--- src/rtl/uart_tx_arbiter.sv ---
// Round-robin, packet-locking arbiter sharing one UART TX FIFO write port between two byte streams.
// Define UART_ARB_STATS_EN to build the per-requester accepted-byte counters.
module uart_tx_arbiter #(
    parameter int TIMEOUT_CYCLES = 256,
    parameter int CNT_W          = 16
) (
    input  logic             i_clk,
    input  logic             i_resetn,
    input  logic             i_valid0,
    input  logic [7:0]       i_data0,
    input  logic             i_last0,
    output logic             o_ready0,
    input  logic             i_valid1,
    input  logic [7:0]       i_data1,
    input  logic             i_last1,
    output logic             o_ready1,
    input  logic             i_fifoFull,
    output logic             o_fifoWrEn,
    output logic [7:0]       o_fifoData,
    output logic [1:0]       o_grant,
    output logic             o_timeout,
    output logic [CNT_W-1:0] o_count0,
    output logic [CNT_W-1:0] o_count1
);

    localparam int TMR_W = 16;
    localparam logic [TMR_W-1:0] TMR_LAST = TMR_W'(TIMEOUT_CYCLES - 1);

    typedef enum logic [1:0] {
        IDLE   = 2'b00,
        GRANT0 = 2'b01,
        GRANT1 = 2'b10
    } state_t;

    state_t           state;
    logic             favour1;
    logic [TMR_W-1:0] idle_cnt;

    logic       xfer0;
    logic       xfer1;
    logic       xfer;
    logic       xfer_last;
    logic [7:0] xfer_data;
    logic       expire;

    // Blocking ready while a write is outstanding caps the rate at one byte
    // per two cycles, so a full flag that lags by a cycle can never overrun.
    assign o_ready0  = (state == GRANT0) & ~i_fifoFull & ~o_fifoWrEn;
    assign o_ready1  = (state == GRANT1) & ~i_fifoFull & ~o_fifoWrEn;
    assign xfer0     = i_valid0 & o_ready0;
    assign xfer1     = i_valid1 & o_ready1;
    assign xfer      = xfer0 | xfer1;
    assign xfer_last = (xfer0 & i_last0) | (xfer1 & i_last1);
    assign xfer_data = xfer1 ? i_data1 : i_data0;
    assign expire    = (state != IDLE) & ~xfer & ~i_fifoFull & (idle_cnt == TMR_LAST);
    assign o_grant   = state;

    always_ff @(posedge i_clk or negedge i_resetn) begin
        if (!i_resetn) begin
            state      <= IDLE;
            favour1    <= 1'b0;
            idle_cnt   <= '0;
            o_fifoWrEn <= 1'b0;
            o_fifoData <= 8'h00;
            o_timeout  <= 1'b0;
        end else begin
            o_fifoWrEn <= xfer;
            o_timeout  <= 1'b0;
            if (xfer) begin
                o_fifoData <= xfer_data;
            end
            case (state)
                IDLE: begin
                    idle_cnt <= '0;
                    if (i_valid0 && (!i_valid1 || !favour1)) begin
                        state <= GRANT0;
                    end else if (i_valid1) begin
                        state <= GRANT1;
                    end
                end
                default: begin
                    // A last-byte transfer outranks a same-cycle expiry.
                    if (xfer_last) begin
                        state    <= IDLE;
                        favour1  <= (state == GRANT0);
                        idle_cnt <= '0;
                    end else if (expire) begin
                        state     <= IDLE;
                        favour1   <= (state == GRANT0);
                        o_timeout <= 1'b1;
                        idle_cnt  <= '0;
                    end else if (xfer) begin
                        idle_cnt <= '0;
                    end else if (!i_fifoFull) begin
                        idle_cnt <= idle_cnt + TMR_W'(1);
                    end
                end
            endcase
        end
    end

`ifdef UART_ARB_STATS_EN
    always_ff @(posedge i_clk or negedge i_resetn) begin
        if (!i_resetn) begin
            o_count0 <= '0;
            o_count1 <= '0;
        end else begin
            if (xfer0) begin
                o_count0 <= o_count0 + CNT_W'(1);
            end
            if (xfer1) begin
                o_count1 <= o_count1 + CNT_W'(1);
            end
        end
    end
`else
    assign o_count0 = '0;
    assign o_count1 = '0;
`endif

endmodule

--- config.mk ---
export PLATFORM = sky130hd
export DESIGN_NAME = uart_tx_arbiter
export DESIGN_NICKNAME = d
export VERILOG_FILES = /design/src/rtl/uart_tx_arbiter.sv
export SDC_FILE = /design/constraint.sdc
export NUM_CORES = 1
export LEC_CHECK = 0
export BUFFER_PORTS_ARGS = -buffer_cell sky130_fd_sc_hd__buf_2
export CORE_AREA = 2 2 61 63
export CTS_BUF_LIST = sky130_fd_sc_hd__clkbuf_8
export DETAILED_ROUTE_END_ITERATION = 10
export DIE_AREA = 0 0 63 65
export GPL_TIMING_DRIVEN = 0
export MAX_ROUTING_LAYER = met4
export PLACE_DENSITY = 0.83
export RECOVER_POWER = 100
export SYNTH_ARGS = -nofsm -noshare
export SYNTH_HDL_FRONTEND = slang
export SYNTH_SLANG_ARGS = --single-unit
--- constraint.sdc ---
create_clock -name i_clk -period 4.3 [get_ports i_clk]
set_input_delay 0.43 -clock i_clk [delete_from_list [all_inputs] [get_ports i_clk]]
set_output_delay 0.43 -clock i_clk [all_outputs]
set_load 0.02 [all_outputs]
==> metrics.md, run 1 <==
| Metric | Value |
|---|---|
| Status | complete, but fails checks |
| Failing checks | capacitance limit, slew limit |
| MaxCap Viol Count | 1 |
| Io pins | just under 70 |
| Port Buf Inserts | 36 |
| Starting Density | 52.22% |
| Via/cell ratio | 4.693 |
| H-tree depth | 2 |
| Fin worst setup slack | 1.532 ns |
| GP Congestion | 0.9024 |
| HP Class | input pin to flip-flop |
| Die area | 4095 um^2 |
| DRT iter0 DRCs | 103 |
| Die H | 65 um |
| Worst Max-Slew Pin Slew | 1.506 ns |
| Peak Freq | 361.3 MHz |
| Post-synthesis async set-or-reset flop share | between 90% and 100% |
| Power Density | 455.9 nW/um^2 |
| Synth cell types | 48 |
| Fillers | between 300 and 400 |
| Ant. Diodes | 0 |
| Maximum root-to-sink buffer count | 2 |
| RSZ-0062 raised after global routing | no |
| Crit Path Max Fanout | 7 |
| Mux contribution to synthesized area | 4.387% |
| Adder-cell share of the synthesized area | less than 1% |
| Area of the multi-input gates | approximately 890 um^2 |
| Wire per inst | 10.80 um |
| CP peak stage delay | 0.72 ns |
| Final Hold Fails | 0 |
| Rows | 22 |
| Core region area | between 3000 and 4000 um^2 |
| FF+latch area | around 730 um^2 |
| Flop pwr share | around two fifths |
| Slowest stage cell, crit path | nor3b_1 |
| CP Cell Sequence | or4b_2 > nor4_1 > nor3b_1 > a311o_4 > nor2_1 |
| Critical Path End Type | flip-flop |
| Switching pwr | around 0.4 mW |
| Cell area after synthesis | 1826 um^2 |
| CTS root buf | clkbuf_8 |
| Residual DRC | 0 |
| Router iterations before antenna repair | 4 |
| Synth Area in Simple Gates | 23.44% |
| Sequential-to-total area share from yosys stat | between 30% and 40% |
| Final #Nets | 298 |
| Syn. warnings | 0 |
| Fin. max-slew vios | 29 |
| Total track usage | 19.39% |
| Initial antenna violation count | 0 |
| Number of global-route vias before repair | approximately 1400 |
| Post-DP HPWL | 2629 um |
| CTS tree | done |
| Placement Setup Slack | ~2.1 ns |
| Area Overhead vs Synth | 21.66% |
| Startpoint Class | flip-flop |
| Skew-Pair Late Insertion Delay | 0.28 ns |
| P_int | 0.6142 mW |
| Hold buffer count at cts | 0 |
| Peak VDD IR | 0.0003016 V |
| Clock network fraction of total power | 24.3% |
| XOR/XNOR Fraction of Synth Area | 3.358% |
| Final setup violation count | 0 |
| Largest net degree at the start of global routing | 30 |
| Critical path class | flip-flop to flip-flop |
| Via count | 1516 |
| Global-route wire length before repair | ~6000 um |
| Sw frac | 39.34% |
| Final Power | 1.013 mW |
| Num CTS Buffers | 5 |
| Compound-Gate Fraction of Synth Area | 12.47% |
| Arr. time, crit path | 2.93 ns |
| R2r startpoint | idle_cnt[12] |
| Seq cells post-synth | 29 |
| Clock Skew | 0.003127 ns |
| Top_reg_cell synth | dfrtp_1 |
| Antenna viol nets, final | 0 |
| Logic pwr share | 37.5% |
| Worst Setup SP | idle_cnt[12] |
| Slew headroom | -0.4162% |
| Fin crit share | 64.36% |
| Post-CTS resize count | 0 |
| CP Data Required Time | 4.47 ns |
| Die Wd | 63 um |
| Post-synthesis instance total | 200 |
| Clk pin slew, worst setup/hold paths | 0.06 ns |
| Post-synth EDFFs | 0 |
| Clock Sinks | 29 |
| Setup tns final | 0 ns |
| Hold wc startpoint | i_data1[4] |
| Layout cells sized above 1 | 25.45% |
| Gr ovfl total | 0 |
| Post-Syn Area per Cell | 9.128 um^2 |
| Leak | 1.149 nW |
| WL final | between 3000 and 4000 um |
| Combinational family with the most area after synthesis | simple AND/OR/NAND/NOR gates |
| Post-CTS setup buffer count | 0 |
| Tmin final | 2.768 ns |
-- cells in the mapped netlist (2+ instances only) --
cell type | instances | share of area (%)
a21o_1 | 2 | 0.82
a21oi_1 | 8 | 2.2
a31oi_1 | 2 | 0.69
and2_1 | 3 | 1.0
and3_1 | 2 | 0.69
buf_4 | 32 | 13
clkbuf_1 | 4 | 0.82
dfrtp_1 | 29 | 40
inv_1 | 7 | 1.4
mux2i_1 | 8 | 4.4
nand2_1 | 20 | 4.1
nand2b_1 | 2 | 0.69
nand3_1 | 15 | 4.1
nor2_1 | 7 | 1.4
nor2_2 | 7 | 2.4
nor3_1 | 3 | 0.82
o21ai_0 | 11 | 3.0
o31ai_1 | 2 | 0.82
or3_1 | 2 | 0.69
xnor2_1 | 3 | 1.4
xor2_1 | 4 | 1.9
-- cell type report --
type                       count  area share [%]
clock buffer                   7           4.338
multi-input combinational    158           39.94
timing repair buffer          36           7.268
clock inverter                 1          0.2254
sequential                    29           32.68
tap                           48           2.704
buffer                        37           11.66
inverter                       7           1.183
-- critical path: cells and delay by family, from the launching register on --
kind / cells / cell delay (ns)
flip-flops: 1 / 0.43
AO/OA/AOI/OAI: 1 / 0.28
AND/OR/NAND/NOR: 4 / 1.95
-- metrics by stage --
step | cells | util, % | instance area, um^2 | hold slack [ns]
2_1_floorplan | 231 | - | 1942 | 0.1344
3_3_place_gp | 315 | 62.42 | 2182 | 0.4885
3_5_place_dp | 315 | 62.42 | 2182 | 0.4911
4_1_cts | 323 | 65.32 | 2283 | 0.1899
5_1_grt | 323 | 63.53 | 2221 | 0.3651
6_report | 323 | 63.53 | 2221 | 0.3505
-- power by group through the flow --
stage | Sequential (mW) | Combinational, mW | Clock [mW]
2_1_floorplan | 0.441 | 0.235 | 0
3_3_place_gp | 0.388 | 0.393 | 0
3_5_place_dp | 0.387 | 0.403 | 0
4_1_cts | 0.386 | 0.405 | 0.250
5_1_grt | 0.397 | 0.420 | 0.263
6_report | 0.387 | 0.380 | 0.246
-- flip-flops by register name, indices dropped and copies added, names as in the netlist --
name,count
o_grant,2
favour1,1
o_fifoData,8
o_timeout,1
o_fifoWrEn,1
idle_cnt,16
-- cells in the final DEF (no fill, tap or decap), types with 2 or more instances in the layout --
| master | n |
|---|---|
| dfrtp_1 | 29 |
| nand3_1 | 15 |
| nor2_1 | 12 |
| o21ai_0 | 11 |
| nor3_1 | 3 |
| a21o_1 | 2 |
| and3_1 | 2 |
| mux2i_1 | 8 |
| nand2_1 | 20 |
| and2_1 | 3 |
| clkbuf_8 | 7 |
| nor2_2 | 2 |
| nor4_1 | 2 |
| a21oi_1 | 8 |
| inv_1 | 7 |
| nand2b_1 | 2 |
| clkbuf_1 | 20 |
| conb_1 | 32 |
| xnor2_1 | 3 |
| xor2_1 | 4 |
| or3_1 | 2 |
| o31ai_1 | 2 |
| buf_2 | 21 |
| buf_4 | 32 |
| a31oi_1 | 2 |
-- path summary, 6_finish.rpt --
kind,to,slack [ns],depth (start not counted)
worst min register to register,idle_cnt[13],0.52,1
worst max register to register,idle_cnt[8],1.53,5
max in group asynchronous,o_fifoData[2],2.91,1
min in group asynchronous,idle_cnt[5],0.51,1
worst max-delay path,idle_cnt[8],1.53,5
worst min-delay path,o_fifoData[4],0.35,3
-- metal layers --
metal,part of all wire [%],up-vias,global-route usage [%],routed length [um]
met5,0,-,-,0
met1,44,683,23.53,1529
met4,1.5,0,6.389,51
met2,48,49,30.85,1686
li1,-,779,-,-
met3,6.3,5,6.076,219
-- logic make-up after synthesis --
logic type / after synthesis
and+or+nand+nor: 75
other: 1
buffers and inverters: 44
adders and majority gates: 1
muxes: 8
AOI/OAI and AO/OA: 35
DFF: 29
xor gates and xnor gates: 7
Power figures use the tool's default switching activity.
==> run 2, diff against run 1 <==
--- a/config.mk
+++ b/config.mk
@@ -6,13 +6,13 @@
 export NUM_CORES = 1
 export LEC_CHECK = 0
 export BUFFER_PORTS_ARGS = -buffer_cell sky130_fd_sc_hd__buf_2
-export CORE_AREA = 2 2 61 63
+export CORE_AREA = 2 2 63 65
 export CTS_BUF_LIST = sky130_fd_sc_hd__clkbuf_8
 export DETAILED_ROUTE_END_ITERATION = 10
-export DIE_AREA = 0 0 63 65
+export DIE_AREA = 0 0 65 67
 export GPL_TIMING_DRIVEN = 0
 export MAX_ROUTING_LAYER = met4
-export PLACE_DENSITY = 0.83
+export PLACE_DENSITY = 0.78
 export RECOVER_POWER = 100
 export SYNTH_ARGS = -nofsm -noshare
 export SYNTH_HDL_FRONTEND = slang
==> constraint.sdc (replaced) <==
create_clock -name i_clk -period 2.8 [get_ports i_clk]
set_input_delay 0.28 -clock i_clk [delete_from_list [all_inputs] [get_ports i_clk]]
set_output_delay 0.28 -clock i_clk [all_outputs]
set_load 0.02 [all_outputs]
==> metrics.md, run 2 (same netlist as run 1, synthesis figures left out) <==
| Metric | Value |
|---|---|
| Via/cell ratio | 4.693 |
| Placement Setup Slack | 0.5778 ns |
| Layout cells sized above 1 | 25.82% |
| Gr ovfl total | 0 |
| CP Data Required Time | just under 3 ns |
| Num CTS Buffers | 5 |
| Die H | roughly 67 um |
| Startpoint Class | flip-flop |
| HP Class | input pin to flip-flop |
| Leak | 1.160 nW |
| Die area | 4355 um^2 |
| Residual DRC | 0 |
| Total track usage | ~19% |
| Starting Density | 50.62% |
| Router iterations before antenna repair | 4 |
| Skew-Pair Late Insertion Delay | 0.28 ns |
| Worst Max-Slew Pin Slew | 1.552 ns |
| H-tree depth | 2 |
| Final Hold Fails | 0 |
| Status | complete, but fails checks |
| Hold buffer count at cts | 0 |
| Crit Path Max Fanout | 7 |
| Final #Nets | around 300 |
| Initial antenna violation count | 0 |
| Fin worst setup slack | roughly 0.33 ns |
| Switching pwr | 0.6236 mW |
| Max reg flops | 16 |
| Fin. max-slew vios | 30 |
| Post-DP HPWL | 2844 um |
| Clk pin slew, worst setup/hold paths | 0.06 ns |
| Number of global-route vias before repair | 1413 |
| Global-route wire length before repair | 6189 um |
| Rows | 22 |
| P_int | 1.007 mW |
| WL final | ~3800 um |
| Post-CTS setup buffer count | 0 |
| Commonest cells after routing, fill and taps aside | buf_4 (32), conb_1 (32), dfrtp_1 (29) |
| Largest net degree at the start of global routing | 30 |
| Peak VDD IR | approximately 0.00046 V |
| Via count | 1516 |
| Maximum root-to-sink buffer count | 2 |
| Sw frac | a little under two fifths |
| MaxCap Viol Count | 1 |
| Clock network fraction of total power | 27.2% |
| Final setup violation count | 0 |
| Fin crit share | between 80% and 90% |
| Ant. Diodes | 0 |
| Most flops, register | idle_cnt |
| Power Density | 722.3 nW/um^2 |
| Antenna viol nets, final | 0 |
| Port Buf Inserts | 36 |
| Clock Skew | 0.007068 ns |
| Slew headroom | -3.456% |
| Peak Freq | 405.5 MHz |
| Io pins | 69 |
| CTS tree | done |
| RSZ-0062 raised after global routing | no |
| Critical path class | flip-flop to flip-flop |
| Setup tns final | 0 ns |
| CTS root buf | clkbuf_8 |
| Final Power | 1.630 mW |
| Layout Utilization | 62.60% |
| Post-CTS resize count | 0 |
| Logic pwr share | a little over a third |
| Tmin final | 2.466 ns |
| Core region area | around 3600 um^2 |
| Arr. time, crit path | 2.63 ns |
| Flop pwr share | between 30% and 40% |
| Clock Sinks | 29 |
| Wire per inst | 11.72 um |
| Area Overhead vs Synth | 23.65% |
| Final Instance Area | 2257 um^2 |
| Critical Path End Type | flip-flop |
| Failing checks | capacitance limit, slew limit |
| GP Congestion | 0.7956 |
| Placed Area | approximately 2200 um^2 |
| Die Wd | 65 um |
| DRT iter0 DRCs | a little over 60 |
-- run 2: cell count changes in the layout (fill, tap and decap cells not counted) --
cell | previous run | this run
or4b_4 | 0 | 1
nor4_1 | 2 | 1
clkbuf_8 | 7 | 6
inv_1 | 7 | 8
nor2_1 | 12 | 11
clkinv_2 | 1 | 0
nor2_2 | 2 | 3
bufinv_16 | 0 | 1
nor4_4 | 0 | 1
or4b_2 | 1 | 0
-- run 2: final timing paths --
| check | start | endpoint | slack, ns | cells after the start |
|---|---|---|---|---|
| worst max-delay path | idle_cnt[12] | idle_cnt[8] | 0.33 | 5 |
| min in group asynchronous | i_resetn | idle_cnt[11] | 0.37 | 1 |
| worst max register to register | idle_cnt[12] | idle_cnt[8] | 0.33 | 5 |
| worst min-delay path | i_data1[6] | o_fifoData[6] | 0.20 | 3 |
| worst min register to register | idle_cnt[13] | idle_cnt[13] | 0.50 | 1 |
| max in group asynchronous | i_resetn | idle_cnt[13] | 1.52 | 1 |
-- run 2: per-layer routing --
metal / track usage (%) / vias to the layer above / routed length [um]
li1: - / 778 / -
met5: - / - / 0
met4: 7.713 / 0 / 42
met1: 21.97 / 699 / 1610
met3: 5.574 / 2 / 193
met2: 32.35 / 37 / 1938
-- run 2: per-stage QoR --
stage                     std cells  hold slack (ns)
after floorplan                 231         -0.01559
after global placement          315           0.3473
after detailed placement        315           0.3420
after CTS                       323          0.03918
after global routing            323           0.1996
final                           323           0.2033
-- run 2: critical path: stages, from the launching register on --
cell,delay (ns)
dfrtp_1,0.43
or4b_4,0.57
nor4_4,0.32
nor3b_1,0.69
a311o_4,0.28
nor2_1,0.06
-- run 2: layout make-up --
class / instances / area, um^2
buffer: 37 / 259.0
clock buffer: 6 / 82.58
clock inverter: 2 / 33.78
fill: 344 / 1349
inverter: 7 / 26.28
multi-input combinational: 158 / 908.4
sequential: 29 / 725.7
tap: 48 / 60.06
timing repair buffer: 36 / 161.4
-- run 2: power by group through the flow --
stage	clock [mW]	sequential, mW	combinational, mW
global placement	0	0.594	0.613
CTS	0.451	0.596	0.625
finish	0.443	0.599	0.588
detailed placement	0	0.602	0.623
global route	0.474	0.612	0.650
floorplan	0	0.677	0.361
